### config.mk
export PLATFORM = sky130hd
export DESIGN_NAME = ias_instr_sequencer
export DESIGN_NICKNAME = d
export VERILOG_FILES = /design/src/rtl/ias_pkg.sv /design/src/rtl/ias_wait_timer.sv /design/src/rtl/ias_instr_sequencer.sv
export SDC_FILE = /design/constraint.sdc
export NUM_CORES = 1
export LEC_CHECK = 0
export BUFFER_PORTS_ARGS = -buffer_cell sky130_fd_sc_hd__buf_2
export CORE_MARGIN = 2
export CORE_UTILIZATION = 53
export DETAILED_ROUTE_END_ITERATION = 10
export PLACE_DENSITY = 0.94
export SYNTH_ARGS = -nofsm -noshare
export SYNTH_HDL_FRONTEND = slang
export SYNTH_SLANG_ARGS = --single-unit
### constraint.sdc
create_clock -name clk -period 4.5 [get_ports clk]
set_input_delay 0.45 -clock clk [delete_from_list [all_inputs] [get_ports clk]]
set_output_delay 0.45 -clock clk [all_outputs]
set_load 0.005 [all_outputs]
### src/rtl/ias_pkg.sv
// Shared definitions for the IAS instruction sequencer: opcode values, FSM
// state encoding and small opcode-classification helpers.
package ias_pkg;

  // Opcode values; only the low three bits are meaningful, upper bits must be zero.
  localparam logic [2:0] OP_NOP      = 3'd0;
  localparam logic [2:0] OP_LOAD     = 3'd1;
  localparam logic [2:0] OP_STORE    = 3'd2;
  localparam logic [2:0] OP_ADD      = 3'd3;
  localparam logic [2:0] OP_SUB      = 3'd4;
  localparam logic [2:0] OP_LOAD_MQ  = 3'd5;
  localparam logic [2:0] OP_STORE_AC = 3'd6;

  typedef enum logic [2:0] {
    StIdle,
    StDecode,
    StMemRd,
    StExecute,
    StWriteBack,
    StDone
  } state_e;

  // Opcodes that fetch a memory operand before executing.
  function automatic logic is_read_op(input logic [2:0] op);
    return (op == OP_LOAD) || (op == OP_ADD) || (op == OP_SUB) || (op == OP_LOAD_MQ);
  endfunction

  // Opcodes that write memory.
  function automatic logic is_write_op(input logic [2:0] op);
    return (op == OP_STORE) || (op == OP_STORE_AC);
  endfunction

endpackage

### src/rtl/ias_wait_timer.sv
// 3-bit down-counter used to hold the sequencer in the memory-read state for
// the configured read latency. Expired is high while the count is zero.
module ias_wait_timer (
  input  logic       clk_i,
  input  logic       rst_ni,
  input  logic       load_i,
  input  logic [2:0] load_val_i,
  input  logic       en_i,
  output logic       expired_o
);

  logic [2:0] cnt_q, cnt_d;

  // Next count: load wins, otherwise count down and stick at zero.
  always_comb begin
    cnt_d = cnt_q;
    if (load_i) begin
      cnt_d = load_val_i;
    end else if (en_i && (cnt_q != 3'd0)) begin
      cnt_d = cnt_q - 3'd1;
    end
  end

  // Count register.
  always_ff @(posedge clk_i or negedge rst_ni) begin
    if (!rst_ni) begin
      cnt_q <= 3'd0;
    end else begin
      cnt_q <= cnt_d;
    end
  end

  assign expired_o = (cnt_q == 3'd0);

endmodule

### src/rtl/ias_instr_sequencer.sv
// Control sequencer for the IAS datapath. Accepts one command per valid/ready
// handshake, walks it through decode, memory read wait, execute and write-back,
// and drives memory strobes and AC/MQ enables as Moore outputs of the state.
module ias_instr_sequencer
  import ias_pkg::*;
#(
  parameter int unsigned DATA_W     = 8,
  parameter int unsigned ADDR_W     = 8,
  parameter int unsigned OPC_W      = 8,
  parameter int unsigned MEM_RD_LAT = 1,
  parameter int unsigned CNT_W      = 16
) (
  input  logic              clk,
  input  logic              reset,
  input  logic              cmd_valid,
  output logic              cmd_ready,
  input  logic [OPC_W-1:0]  opcode,
  input  logic [ADDR_W-1:0] address,
  input  logic [DATA_W-1:0] data_in,
  output logic [ADDR_W-1:0] mem_addr,
  output logic [DATA_W-1:0] mem_wdata,
  output logic              mem_read,
  output logic              mem_write,
  input  logic [DATA_W-1:0] mem_rdata,
  input  logic [DATA_W-1:0] ac_data,
  output logic [DATA_W-1:0] operand,
  output logic              load_ac,
  output logic              add_enable,
  output logic              sub_enable,
  output logic              load_mq,
  output logic              busy,
  output logic              done,
  output logic              illegal,
  output logic [CNT_W-1:0]  retired_cnt
);

  // Timer reload value: the last read cycle is the one where the count hits zero.
  localparam logic [2:0] RdWaitLoad = 3'(MEM_RD_LAT - 1);

  state_e            state_q, state_d;
  logic [OPC_W-1:0]  ir_q;
  logic [ADDR_W-1:0] ar_q;
  logic [DATA_W-1:0] dr_q;
  logic [DATA_W-1:0] operand_q;
  logic [CNT_W-1:0]  cnt_q;

  logic [2:0] op;
  logic       op_legal;
  logic       accept;
  logic       rd_expired;

  assign op       = ir_q[2:0];
  // Upper opcode bits must be zero and code 7 is undefined.
  assign op_legal = ((ir_q >> 3) == '0) && (op != 3'd7);
  assign accept   = (state_q == StIdle) && cmd_valid;

  ias_wait_timer u_wait_timer (
    .clk_i      (clk),
    .rst_ni     (reset),
    .load_i     (state_q == StDecode),
    .load_val_i (RdWaitLoad),
    .en_i       (state_q == StMemRd),
    .expired_o  (rd_expired)
  );

  // Next-state and Moore output decode.
  always_comb begin
    state_d    = state_q;
    cmd_ready  = 1'b0;
    mem_read   = 1'b0;
    mem_write  = 1'b0;
    mem_wdata  = '0;
    load_ac    = 1'b0;
    add_enable = 1'b0;
    sub_enable = 1'b0;
    load_mq    = 1'b0;
    done       = 1'b0;
    illegal    = 1'b0;

    unique case (state_q)
      StIdle: begin
        cmd_ready = 1'b1;
        if (cmd_valid) begin
          state_d = StDecode;
        end
      end
      StDecode: begin
        if (!op_legal) begin
          state_d = StDone;
        end else if (is_read_op(op)) begin
          state_d = StMemRd;
        end else if (is_write_op(op)) begin
          state_d = StWriteBack;
        end else begin
          state_d = StDone;
        end
      end
      StMemRd: begin
        mem_read = 1'b1;
        if (rd_expired) begin
          state_d = StExecute;
        end
      end
      StExecute: begin
        load_ac    = (op == OP_LOAD);
        add_enable = (op == OP_ADD);
        sub_enable = (op == OP_SUB);
        load_mq    = (op == OP_LOAD_MQ);
        state_d    = StDone;
      end
      StWriteBack: begin
        mem_write = 1'b1;
        // STORE_AC takes the live AC value seen during this cycle.
        mem_wdata = (op == OP_STORE_AC) ? ac_data : dr_q;
        state_d   = StDone;
      end
      StDone: begin
        done    = 1'b1;
        illegal = !op_legal;
        state_d = StIdle;
      end
      default: begin
        state_d = StIdle;
      end
    endcase
  end

  // State register.
  always_ff @(posedge clk or negedge reset) begin
    if (!reset) begin
      state_q <= StIdle;
    end else begin
      state_q <= state_d;
    end
  end

  // Command latches (IR/AR/DR), loaded only on the accepting edge.
  always_ff @(posedge clk or negedge reset) begin
    if (!reset) begin
      ir_q <= '0;
      ar_q <= '0;
      dr_q <= '0;
    end else if (accept) begin
      ir_q <= opcode;
      ar_q <= address;
      dr_q <= data_in;
    end
  end

  // Operand capture on the final memory-read edge.
  always_ff @(posedge clk or negedge reset) begin
    if (!reset) begin
      operand_q <= '0;
    end else if ((state_q == StMemRd) && rd_expired) begin
      operand_q <= mem_rdata;
    end
  end

  // Retired-instruction counter, one step per done pulse, free-running wrap.
  always_ff @(posedge clk or negedge reset) begin
    if (!reset) begin
      cnt_q <= '0;
    end else if (state_q == StDone) begin
      cnt_q <= cnt_q + CNT_W'(1);
    end
  end

  assign busy        = (state_q != StIdle);
  assign mem_addr    = ar_q;
  assign operand     = operand_q;
  assign retired_cnt = cnt_q;

endmodule

==> summary.txt <==
Cells and area
  – Antenna fix cells: 0
  – Area growth syn-to-layout: 21.2%
  – Layout cell share with drive strength beyond 1: 0.461
  – Final nets: 351

Logic synthesis
  – Cell area after synthesis: 2630 sq um
  – Ys flop type: dfrtp_1
  – Synth top cells by count: 54 x dfrtp_1, 15 x mux2_2, 14 x mux2_4, 13 x nand2_1, 12 x xnor2_1
  – Post-synth ARST share: 1.00
  – Count of cell types in the netlist: 41
  – Synth warn: 0
  – Yosys top cell area share: 0.513
  – Syn Inst Count: 212
  – Synth Net Count: 258
  – Synth area leaders: dfrtp_1 51%, mux2_4 8.0%, mux2_2 6.4%
  – Sequential-to-total area share from yosys stat: 0.513
  – Mean post-synth cell area: 12.4 sq um
  – Post-synth EDFFs: 0
  – Synth area leader: dfrtp_1
  – Most common cell in the synthesized netlist: dfrtp_1
  – #FFs+latches synth: 54

Clocking
  – Clk_lat worst skew: 0.30 ns
  – CTS resizes: 0
  – Max H-tree Level: 2
  – Post-CTS Setup Inserts: 0
  – CTS tree: built
  – Worst-path clk slew: 0.10 ns
  – Post-CTS Hold Buffers: 0
  – Root buffer cell: clkbuf_8
  – CTS sink cnt: 54
  – Clock Path Buffers: 2
  – TritonCTS Buffers: 5

Die
  – # rows: 25
  – Initial Util: 0.554
  – Total core area: 4750 sq um
  – Die X: 74.5 um
  – IO Count: 93
  – Die area: 5550 sq um
  – Die Span Y: 74.5 um

Pwr
  – Lkg Pwr: 1.65 nW
  – VDD IR max: 0.330 mV
  – Power Density: 559 nW/um^2

Worst setup path
  – CP Capture Type: output port
  – Crit-path max FO: 10
  – Crit-path cells: inv_1, or2_2, nor4_1, buf_2
  – Startpoint Class: flop
  – Crit Path Category: reg -> out
  – Max stage delay on crit path: 0.64 ns
  – CP Buf/Inv Count: 2
  – Slowest CP cell: dfrtp_1
  – Critical Path RT: 4.05 ns
  – Cell family with most CP delay: flip-flops
  – Critical path arrival: 1.94 ns

Detailed routing
  – Avg WL per Cell: 15.0 um
  – DR DRC count: 0
  – Via density: 5.33
  – Antenna-violating nets left: 0
  – DRT iter0 DRCs: 103
  – Vias: 1,988
  – Routed wire length: 5.60 mm
  – First-pass DRT Iterations: 4

Placement
  – Hpwl dp: 4.07 mm
  – IO buf count: 92
  – GP Congestion: 0.801

STA
  – Fin. Hold Viols: 0
  – Final setup violation count: 0
  – Worst Max-Slew Pin Slew: 0.666 ns
  – Max Transition Viols Final: 0
  – Setup Total Neg Slack: 0 ns
  – Clk_skew: 0.00747 ns
  – Smallest hold slack: 0.252 ns
  – Period minus WS final: 2.39 ns
  – Slew HR: 0.556
  – Period Utilization, post-route: 0.532
  – RSZ-0062 raised after global routing: no
  – F_max: 0.418 GHz

Global routing
  – Vias in the first global route: 1,907
  – First-pass GRT wire length: 8.80 mm
  – Total track usage: 0.206
  – Largest net degree at the start of global routing: 55
  – Initial antenna violation count: 0
  – GRT overflow: 0

Job
  – Max cap viols: 0

Min path
  – Hold WC Path Type: in -> async

Run status
  – Outcome: completed
-- final cells by class --
| class | instances | area (sq um) |
|---|---|---|
| fill | 366 | 1560 |
| sequential | 54 | 1350 |
| multi-input combinational | 140 | 1150 |
| timing repair buffer | 93 | 468 |
| tap | 67 | 83.8 |
| clock buffer | 6 | 82.6 |
| inverter | 11 | 41.3 |
| clock inverter | 2 | 17.5 |
-- per-stage QoR --
step                worst slack (ns)  utilization  area (sq um)  instances  power [mW]
finish                          2.11        0.671          3190        373        1.78
floorplan                       2.83            -          2630        212        1.29
CTS                             2.11        0.671          3190        373        1.80
detailed placement              2.51        0.650          3090        365        1.51
global route                    1.99        0.671          3190        373        1.90
global placement                2.62        0.650          3090        365        1.46
-- per-layer routing --
layer | up-vias | GRT usage | part of all wire | wire [um]
met3 | 20 | 0.0488 | 0.046 | 259
met5 | - | 0 | 0 | 0
met4 | 0 | 0.0893 | 0.036 | 204
li1 | 925 | - | - | -
met2 | 76 | 0.340 | 0.50 | 2790
met1 | 967 | 0.259 | 0.42 | 2350
-- logic make-up (layout without fill, tap and decap cells) --
kind of cell,Yosys count,after routing,share of synthesized area
and+or+nand+nor,65,65,0.150
DFF,54,54,0.513
muxes,38,38,0.178
AOI/OAI and AO/OA,19,19,0.0437
buffers and inverters,18,112,0.0509
xor gates and xnor gates,15,15,0.0499
adders and majority gates,3,3,0.0143
-- worst register-to-register path: stages, from the launching register on --
cell and delay (ns):
dfrtp_1 0.54, nor3_4 0.29, and2_4 0.45, mux2_2 0.40
-- placed cells by master, fill, tap and decap left out, drive strengths merged, types with 2 or more instances in the layout --
cell type | synthesis | final
nor2 | 11 | 11
inv | 11 | 11
dfrtp | 54 | 54
a21oi | 6 | 6
clkinv | 0 | 2
nand2 | 14 | 14
nor3 | 9 | 9
nand2b | 3 | 3
xnor2 | 12 | 12
nor4 | 3 | 3
nand3 | 11 | 11
clkbuf | 1 | 6
o2bb2ai | 2 | 2
xor2 | 3 | 3
o21ai | 7 | 7
nand4 | 6 | 6
buf | 6 | 93
mux2i | 9 | 9
mux2 | 29 | 29
ha | 3 | 3
-- sequential cells by signal, summed over array words and instances (netlist names) --
name and count:
dr_q 8, ir_q 8, operand 8, state_q 3
retired_cnt 16, mem_addr 8, u_wait_timer.cnt_q 3
-- path summary, 6_finish.rpt --
kind,depth (start not counted),slack (ns),to,from
max,4,2.11,sub_enable,state_q[0]$_DFFE_PN0P_
min,2,0.25,dr_q[3]$_DFFE_PN0P_,reset
max reg2reg,3,2.70,ir_q[6]$_DFFE_PN0P_,state_q[2]$_DFFE_PN0P_
min reg2reg,1,0.48,retired_cnt[15]$_DFFE_PN0P_,retired_cnt[15]$_DFFE_PN0P_
max in group asynchronous,2,3.80,retired_cnt[3]$_DFFE_PN0P_,reset
min in group clk,3,0.36,ir_q[1]$_DFFE_PN0P_,opcode[1]
-- where the power goes --
group | switching [mW] | total [mW] | internal, mW
combinational | 0.291 | 0.665 | 0.374
sequential | 0.171 | 0.836 | 0.665
clock | 0.156 | 0.283 | 0.127
(Power assumes the default switching activity.)
